[src/rtl/arith_pkg.sv]
// Shared arithmetic package for the team's shift-add multiplier and divider:
// common operand width and the sequencer state encoding.
package arith_pkg;

    localparam int unsigned ARITH_WIDTH = 8;

    typedef enum logic [1:0] {
        ST_IDLE     = 2'b00,
        ST_CALC     = 2'b01,
        ST_POSTCALC = 2'b10
    } arith_state_e;

endpackage

[src/rtl/multiplier_8bit.sv]
// Sequential shift-add multiply-accumulate: product = multiplicand * multiplier + addend.
// The addend preloads the accumulator; the loop stops early once no multiplier bits remain.
module multiplier_8bit
    import arith_pkg::*;
#(
    parameter int WIDTH = ARITH_WIDTH
) (
    input  logic               clk,
    input  logic               rst,
    input  logic               strt,
    input  logic [WIDTH-1:0]   multiplicand,
    input  logic [WIDTH-1:0]   multiplier,
    input  logic [WIDTH-1:0]   addend,
    output logic [2*WIDTH-1:0] product,
    output logic               overflow,
    output logic               done,
    output logic               idle
);

    localparam int CW = (WIDTH > 1) ? $clog2(WIDTH) : 1;
    localparam logic [CW-1:0] COUNT_LAST = CW'(WIDTH - 1);

    arith_state_e        state_r;
    arith_state_e        state_next_s;
    logic [2*WIDTH-1:0]  mcand_r;
    logic [WIDTH-1:0]    mplier_r;
    logic [2*WIDTH-1:0]  acc_r;
    logic [CW-1:0]       count_r;
    logic                finish_s;
    logic                zero_operand_s;
    logic [2*WIDTH-1:0]  product_r;
    logic                overflow_r;
    logic                done_r;
    logic                idle_r;

    // State register
    always_ff @(posedge clk) begin
        if (rst) begin
            state_r <= ST_IDLE;
        end else begin
            state_r <= state_next_s;
        end
    end

    // Next-state logic
    always_comb begin
        state_next_s   = state_r;
        zero_operand_s = (multiplicand == {WIDTH{1'b0}}) || (multiplier == {WIDTH{1'b0}});
        case (state_r)
            ST_IDLE: begin
                if (strt) begin
                    if (zero_operand_s) begin
                        state_next_s = ST_POSTCALC;
                    end else begin
                        state_next_s = ST_CALC;
                    end
                end else begin
                    state_next_s = ST_IDLE;
                end
            end
            ST_CALC: begin
                // Leave once the remaining multiplier bits are all zero.
                if ((mplier_r[WIDTH-1:1] == {(WIDTH-1){1'b0}}) || (count_r == COUNT_LAST)) begin
                    state_next_s = ST_POSTCALC;
                end else begin
                    state_next_s = ST_CALC;
                end
            end
            ST_POSTCALC: state_next_s = ST_IDLE;
            default:     state_next_s = ST_IDLE;
        endcase
    end

    // Output decode: result is published from the POSTCALC cycle
    always_comb begin
        finish_s = 1'b0;
        case (state_r)
            ST_POSTCALC: finish_s = 1'b1;
            default:     finish_s = 1'b0;
        endcase
    end

    // Working registers: reloaded every IDLE cycle, so no reset is needed
    always_ff @(posedge clk) begin
        case (state_r)
            ST_IDLE: begin
                mcand_r  <= {{WIDTH{1'b0}}, multiplicand};
                mplier_r <= multiplier;
                acc_r    <= {{WIDTH{1'b0}}, addend};
                count_r  <= {CW{1'b0}};
            end
            ST_CALC: begin
                if (mplier_r[0]) begin
                    acc_r <= acc_r + mcand_r;
                end
                mcand_r  <= mcand_r << 1;
                mplier_r <= mplier_r >> 1;
                count_r  <= count_r + CW'(1);
            end
            default: begin
                mcand_r  <= mcand_r;
                mplier_r <= mplier_r;
                acc_r    <= acc_r;
                count_r  <= count_r;
            end
        endcase
    end

    // Registered outputs; product/overflow hold between done pulses
    always_ff @(posedge clk) begin
        if (rst) begin
            product_r  <= {(2*WIDTH){1'b0}};
            overflow_r <= 1'b0;
            done_r     <= 1'b0;
            idle_r     <= 1'b1;
        end else begin
            done_r <= finish_s;
            idle_r <= (state_next_s == ST_IDLE);
            if (finish_s) begin
                product_r  <= acc_r;
                overflow_r <= |acc_r[2*WIDTH-1:WIDTH];
            end else begin
                product_r  <= product_r;
                overflow_r <= overflow_r;
            end
        end
    end

    assign product  = product_r;
    assign overflow = overflow_r;
    assign done     = done_r;
    assign idle     = idle_r;

endmodule
[config.mk]
export PLATFORM = sky130hd
export DESIGN_NAME = multiplier_8bit
export DESIGN_NICKNAME = d
export VERILOG_FILES = /design/src/rtl/arith_pkg.sv /design/src/rtl/multiplier_8bit.sv
export SDC_FILE = /design/constraint.sdc
export NUM_CORES = 1
export LEC_CHECK = 0
export CAP_MARGIN = 20
export CELL_PAD_IN_SITES_DETAIL_PLACEMENT = 1
export CELL_PAD_IN_SITES_GLOBAL_PLACEMENT = 2
export CORE_MARGIN = 4
export CORE_UTILIZATION = 31
export DETAILED_ROUTE_END_ITERATION = 16
export GPL_TIMING_DRIVEN = 0
export PLACE_DENSITY_LB_ADDON = 0.2
export SKIP_CTS_REPAIR_TIMING = 1
export SLEW_MARGIN = 20
export SYNTH_ARGS = -nofsm -noshare
export SYNTH_HDL_FRONTEND = slang
export SYNTH_SLANG_ARGS = --single-unit
[constraint.sdc]
create_clock -name clk -period 2.15 [get_ports clk]
set_input_delay 0.43 -clock clk [delete_from_list [all_inputs] [get_ports clk]]
set_output_delay 0.43 -clock clk [all_outputs]
set_load 0.02 [all_outputs]
Word level (Yosys, flattened, before mapping)
Index checks and enable logic that the tools add are counted.

word-level totals
  word-level logic and storage cells = 35
  register bits after elaboration = 64
  input bits = 27

cells by class
  equality and inequality tests = 4
  reductions and logical operators = 10
  add/sub/neg operators = 2
  mux-type cells = 10

operators with widths
  kind                   number
  $pmux W16 S2           2
  $add A16 B16 Y16       1
  $logic_not A8 Y1       2
  $mux W16               1
  $pmux W8 S2            1
  $reduce_or A8 Y1       1
  $logic_not A7 Y1       1
  $mux W2                3
  $pmux W3 S2            1
  $logic_not A2 Y1       2
  $pmux W2 S2            1
  $add A3 B1 Y3 const B  1
  $eq A3 B3 Y1 const B   1
  $eq A2 B1 Y1 const B   1
  $eq A2 B2 Y1 const B   1
  $logic_or A1 B1 Y1     2
  $ne A2 B2 Y1 const B   1
  $reduce_and A2 Y1      1
  $reduce_bool A2 Y1     1
  $mux W1                1

Logic depth before layout (Yosys ltp)
  word-level depth = 6
  mapped depth = 7

Least setup slack after synthesis
No wires, ideal clock.

  path type = register to register
  start point = register mcand_r[0]
  end point = register acc_r[10] (data pin)
  slack = 0.030 ns
  stages on the path, launching flop included = 8
  arrival = 1.854 ns
  path through = edfxtp_1 ha_1 fa_1 a21o_1 a221oi_4 o21bai_1 xnor2_1 nor2_1

between the ends
  cells in the longest elaborated chain, start to end = 3

RTL lines
  what                    line                    RTL
  from (decl)             multiplier_8bit.sv:25   logic [2*WIDTH-1:0] mcand_r;
  from (signal assigned)  multiplier_8bit.sv:87   mcand_r <= {{WIDTH{1'b0}}, multiplicand};
  from (signal assigned)  multiplier_8bit.sv:96   mcand_r <= mcand_r << 1;
  from (signal assigned)  multiplier_8bit.sv:101  mcand_r <= mcand_r;
  $add A16 B16 Y16        multiplier_8bit.sv:94   acc_r <= acc_r + mcand_r;
  $mux W16                multiplier_8bit.sv:93   if (mplier_r[0]) begin
  $pmux W16 S2            multiplier_8bit.sv:85   case (state_r)
  to (signal assigned)    multiplier_8bit.sv:89   acc_r <= {{WIDTH{1'b0}}, addend};
  to (signal assigned)    multiplier_8bit.sv:94
  to (signal assigned)    multiplier_8bit.sv:103  acc_r <= acc_r;
  to (decl)               multiplier_8bit.sv:27   logic [2*WIDTH-1:0] acc_r;

Every way passes these cells. The select of a mux whose other input is x is not followed.
A chain may end at the register's enable or synchronous reset.

Worst setup path after layout
  start point = register mcand_r[0]
  end point = register acc_r[6] (data pin)

The elaborated chain is that of the path after synthesis.

==> results.yml <==
global_routing:
  grt_pass1_vias: 2664
  grt.total_usage_pct: 13.9
  globalRoute.totalOverflow: 0
  grt_antenna_before_repair: 0
  grt_start_max_net_pins: 30
  grt_first_pass_wirelength_mm: 13.5
clock_network:
  clock_latency_ps: 340
  number_of_sinks_driven_by_the_clock_tree: 64
  numCtsBuffers: 9
  clockBufferDepth: 2
  clkTransAtPathRegs_ps: 70
  ctsRootBufferMaster: "sky130_fd_sc_hd__clkbuf_8"
  h_tree_levels: 3
  cts_tree: "done"
timing:
  grt_setup_unrepaired: "yes"
  finalWorstPathRequiredPeriod_ps: 2310
  finalWorstSetupSlack_ps: -157
  max_clock_freq_ghz: 0.433
  finalMaxSlewViolations: 0
  finalHoldViolCount: 0
  worst_margin_slew_ps: 616
  period_share_pct: 107
  max-slew-margin-rel_pct: 58.9
  clock-skew-final_ps: 8.43
  setup_viol: 5
placement:
  hpwlAfterDp_mm: 6.41
  place_worst_setup_slack_ps: -233
  gpl.final_weighted_congestion: 0.777
  io_buffers: 45
worst_setup_path:
  worst_setup_path_endpoint: "acc_r[6]"
  worst-endpoint-arrival_ps: 2380
  ff2ff_path_depth: 7
  critPathRequiredTime_ps: 2220
  crit_path_end_kind: "flop"
  regToRegSetupSlack_ps: -160
  crit_path_kind: "flop to flop"
  critical_path.cell_chain: "ha_4 > fa_2 > a21o_1 > a221oi_4 > buf_4 > xor2_1 > o21ai_1"
  crit_path_start: "mcand_r[0]"
  worstReg2RegStart: "mcand_r[0]"
  r2r_end: "acc_r[6]"
  worstSetupStartpointType: "flop"
  crit_path_max_incr_delay_ps: 450
  worst_path_max_delay_cell: "sky130_fd_sc_hd__edfxtp_1"
  critPathMaxFanout: 5
synth:
  synth_unique_cells: 43
  synth.cell_area_sq_um: 3280
  synth.yosys.seq_area_share_pct: 52.1
  synth_seq_cells: 64
  netlist_instances: 338
  number_of_synthesized_flops_with_an_enable_pin: 43
  synth_top_area_cell: "sky130_fd_sc_hd__edfxtp_1"
  netlist_top_cells_area: "sky130_fd_sc_hd__edfxtp_1, sky130_fd_sc_hd__dfxtp_1, sky130_fd_sc_hd__nand2_1, sky130_fd_sc_hd__ha_1, sky130_fd_sc_hd__a21oi_1"
  synth.net_count: 383
  avgSynthCellArea_sq_um: 9.71
  netlist.area_leader.share_pct: 39.3
  yosys_warnings: 0
  async_flop_share_pct: 0
  top_flip_flop_cell_by_instance_count_after_synthesis: "sky130_fd_sc_hd__edfxtp_1"
finish:
  area_overhead_of_the_layout_relative_to_synthesis_pct: 29.2
  most_common_library_cell_in_the_layout_ignoring_fill_and_taps: "sky130_fd_sc_hd__nand2_1"
  final-seq-area_sq_um: 1710
  layout-drive-gt1-share_pct: 13.5
  nNetsFinal: 448
  n_fill_cell: 1171
  multi_input_area_sq_um: 1560
  layout.cells.most_common_list: "sky130_fd_sc_hd__nand2_1, sky130_fd_sc_hd__clkdlybuf4s50_1, sky130_fd_sc_hd__edfxtp_1"
  diodes: 0
  utilization_pct: 41.1
worst_hold_path:
  min-delay-start: "product[11]"
  hold_path.class: "flop to flop"
power:
  leakage_nw: 1.67
  irDropWorstVdd_v: 0.000338
  powerDensity_nw_per_um2: 776
route:
  route.detailed.wl_per_inst_um: 15.9
  wirelength_mm: 8.64
  drc_errors: 0
  drt-initial-drc-count: 53
  post_drt_via_cell_ratio: 4.85
  antenna_left: 0
  detailedRoute.firstPassIterationCount: 4
  detailroute.via_count: 2638
floorplanning:
  dieHeight_um: 111
  initial_utilization_pct: 31.8
  die_width_um: 111
  row_count: 37
  io_pins: 46
  die_area_sq_um: 12300
  core_sq_um: 10300
run_status:
  violated_checks: "negative setup slack"
  status: "finished, violations left"
flow_run:
  cap_violations: 0
## flip-flops by register name (all words and copies together), names as in the netlist
signal	count
product	16
state_r	2
mcand_r	16
done	1
idle	1
overflow	1
acc_r	16
count_r	3
mplier_r	8
## cells by family (layout without fill, tap and decap cells)
logic type | count (synthesis) | in the layout | synth area share (%)
AOI/OAI and AO/OA | 67 | 67 | 13.0
xor gates and xnor gates | 10 | 10 | 2.67
adders and majority gates | 18 | 18 | 7.09
buffers and inverters | 20 | 90 | 2.97
DFF | 64 | 64 | 52.1
muxes | 3 | 3 | 0.915
and+or+nand+nor | 156 | 156 | 21.2
## worst min-delay path by stage
stage | to | slack (ps) | depth (start not counted)
final | product[11] | 460 | 2
after CTS | product[11] | 460 | 2
after floorplan | product[0] | 500 | 2
after global placement | product[11] | 440 | 2
after detailed placement | product[11] | 450 | 2
after global routing | product[11] | 470 | 2
## final cells by class
type	count	share of cell area [%]
Sequential cell	64	40.4
Multi-Input combinational cell	254	36.8
Timing Repair Buffer	54	12.3
Tap cell	136	4.01
Clock buffer	13	3.78
Buffer	16	2.04
Inverter	4	0.413
Clock inverter	3	0.354
## cells in the mapped netlist, drive strengths merged, types with 4 or more instances
cell type,n
edfxtp,43
clkbuf,8
buf,8
nor3,8
nand3,4
inv,4
xor2,5
a21o,4
dfxtp,21
nor4,7
a21oi,32
xnor2,5
ha,17
nand2,99
nor2,12
and2,12
o21ai,13
nor2b,5
## critical path, delay by kind of cell, from the launching register on
kind / cells / cell delay, ps
compound gates: 3 / 690
xor+xnor: 1 / 160
fa+ha+maj: 2 / 550
buf+inv: 1 / 190
flops: 1 / 450
## power breakdown
| group | internal [mW] | switching, mW | leakage (nW) |
|---|---|---|---|
| clock | 0.485 | 0.464 | 0.0923 |
| combinational | 0.373 | 0.450 | 0.926 |
| sequential | 1.44 | 0.0770 | 0.654 |
## per-layer routing
layer,track usage [%],vias up,routed length (um)
met4,5.67,0,114
li1,-,1317,-
met5,0,-,0
met1,17.0,1271,4020
met3,2.35,9,248
met2,24.3,41,4260
## through the flow
| stage | cell area (sq um) | hold slack, ps | instances | total power, mW | setup TNS (ps) |
|---|---|---|---|---|---|
| 6_report | 4240 | 455 | 544 | 3.29 | -563 |
| 5_1_grt | 4240 | 470 | 544 | 3.48 | -912 |
| 4_1_cts | 4090 | 459 | 536 | 3.25 | -1250 |
| 3_5_place_dp | 3920 | 449 | 520 | 2.29 | -1060 |
| 3_3_place_gp | 3900 | 445 | 519 | 2.27 | -13100 |
| 2_1_floorplan | 3280 | 502 | 338 | 2.04 | 0 |
No activity file was read; power rests on OpenSTA's default activity.
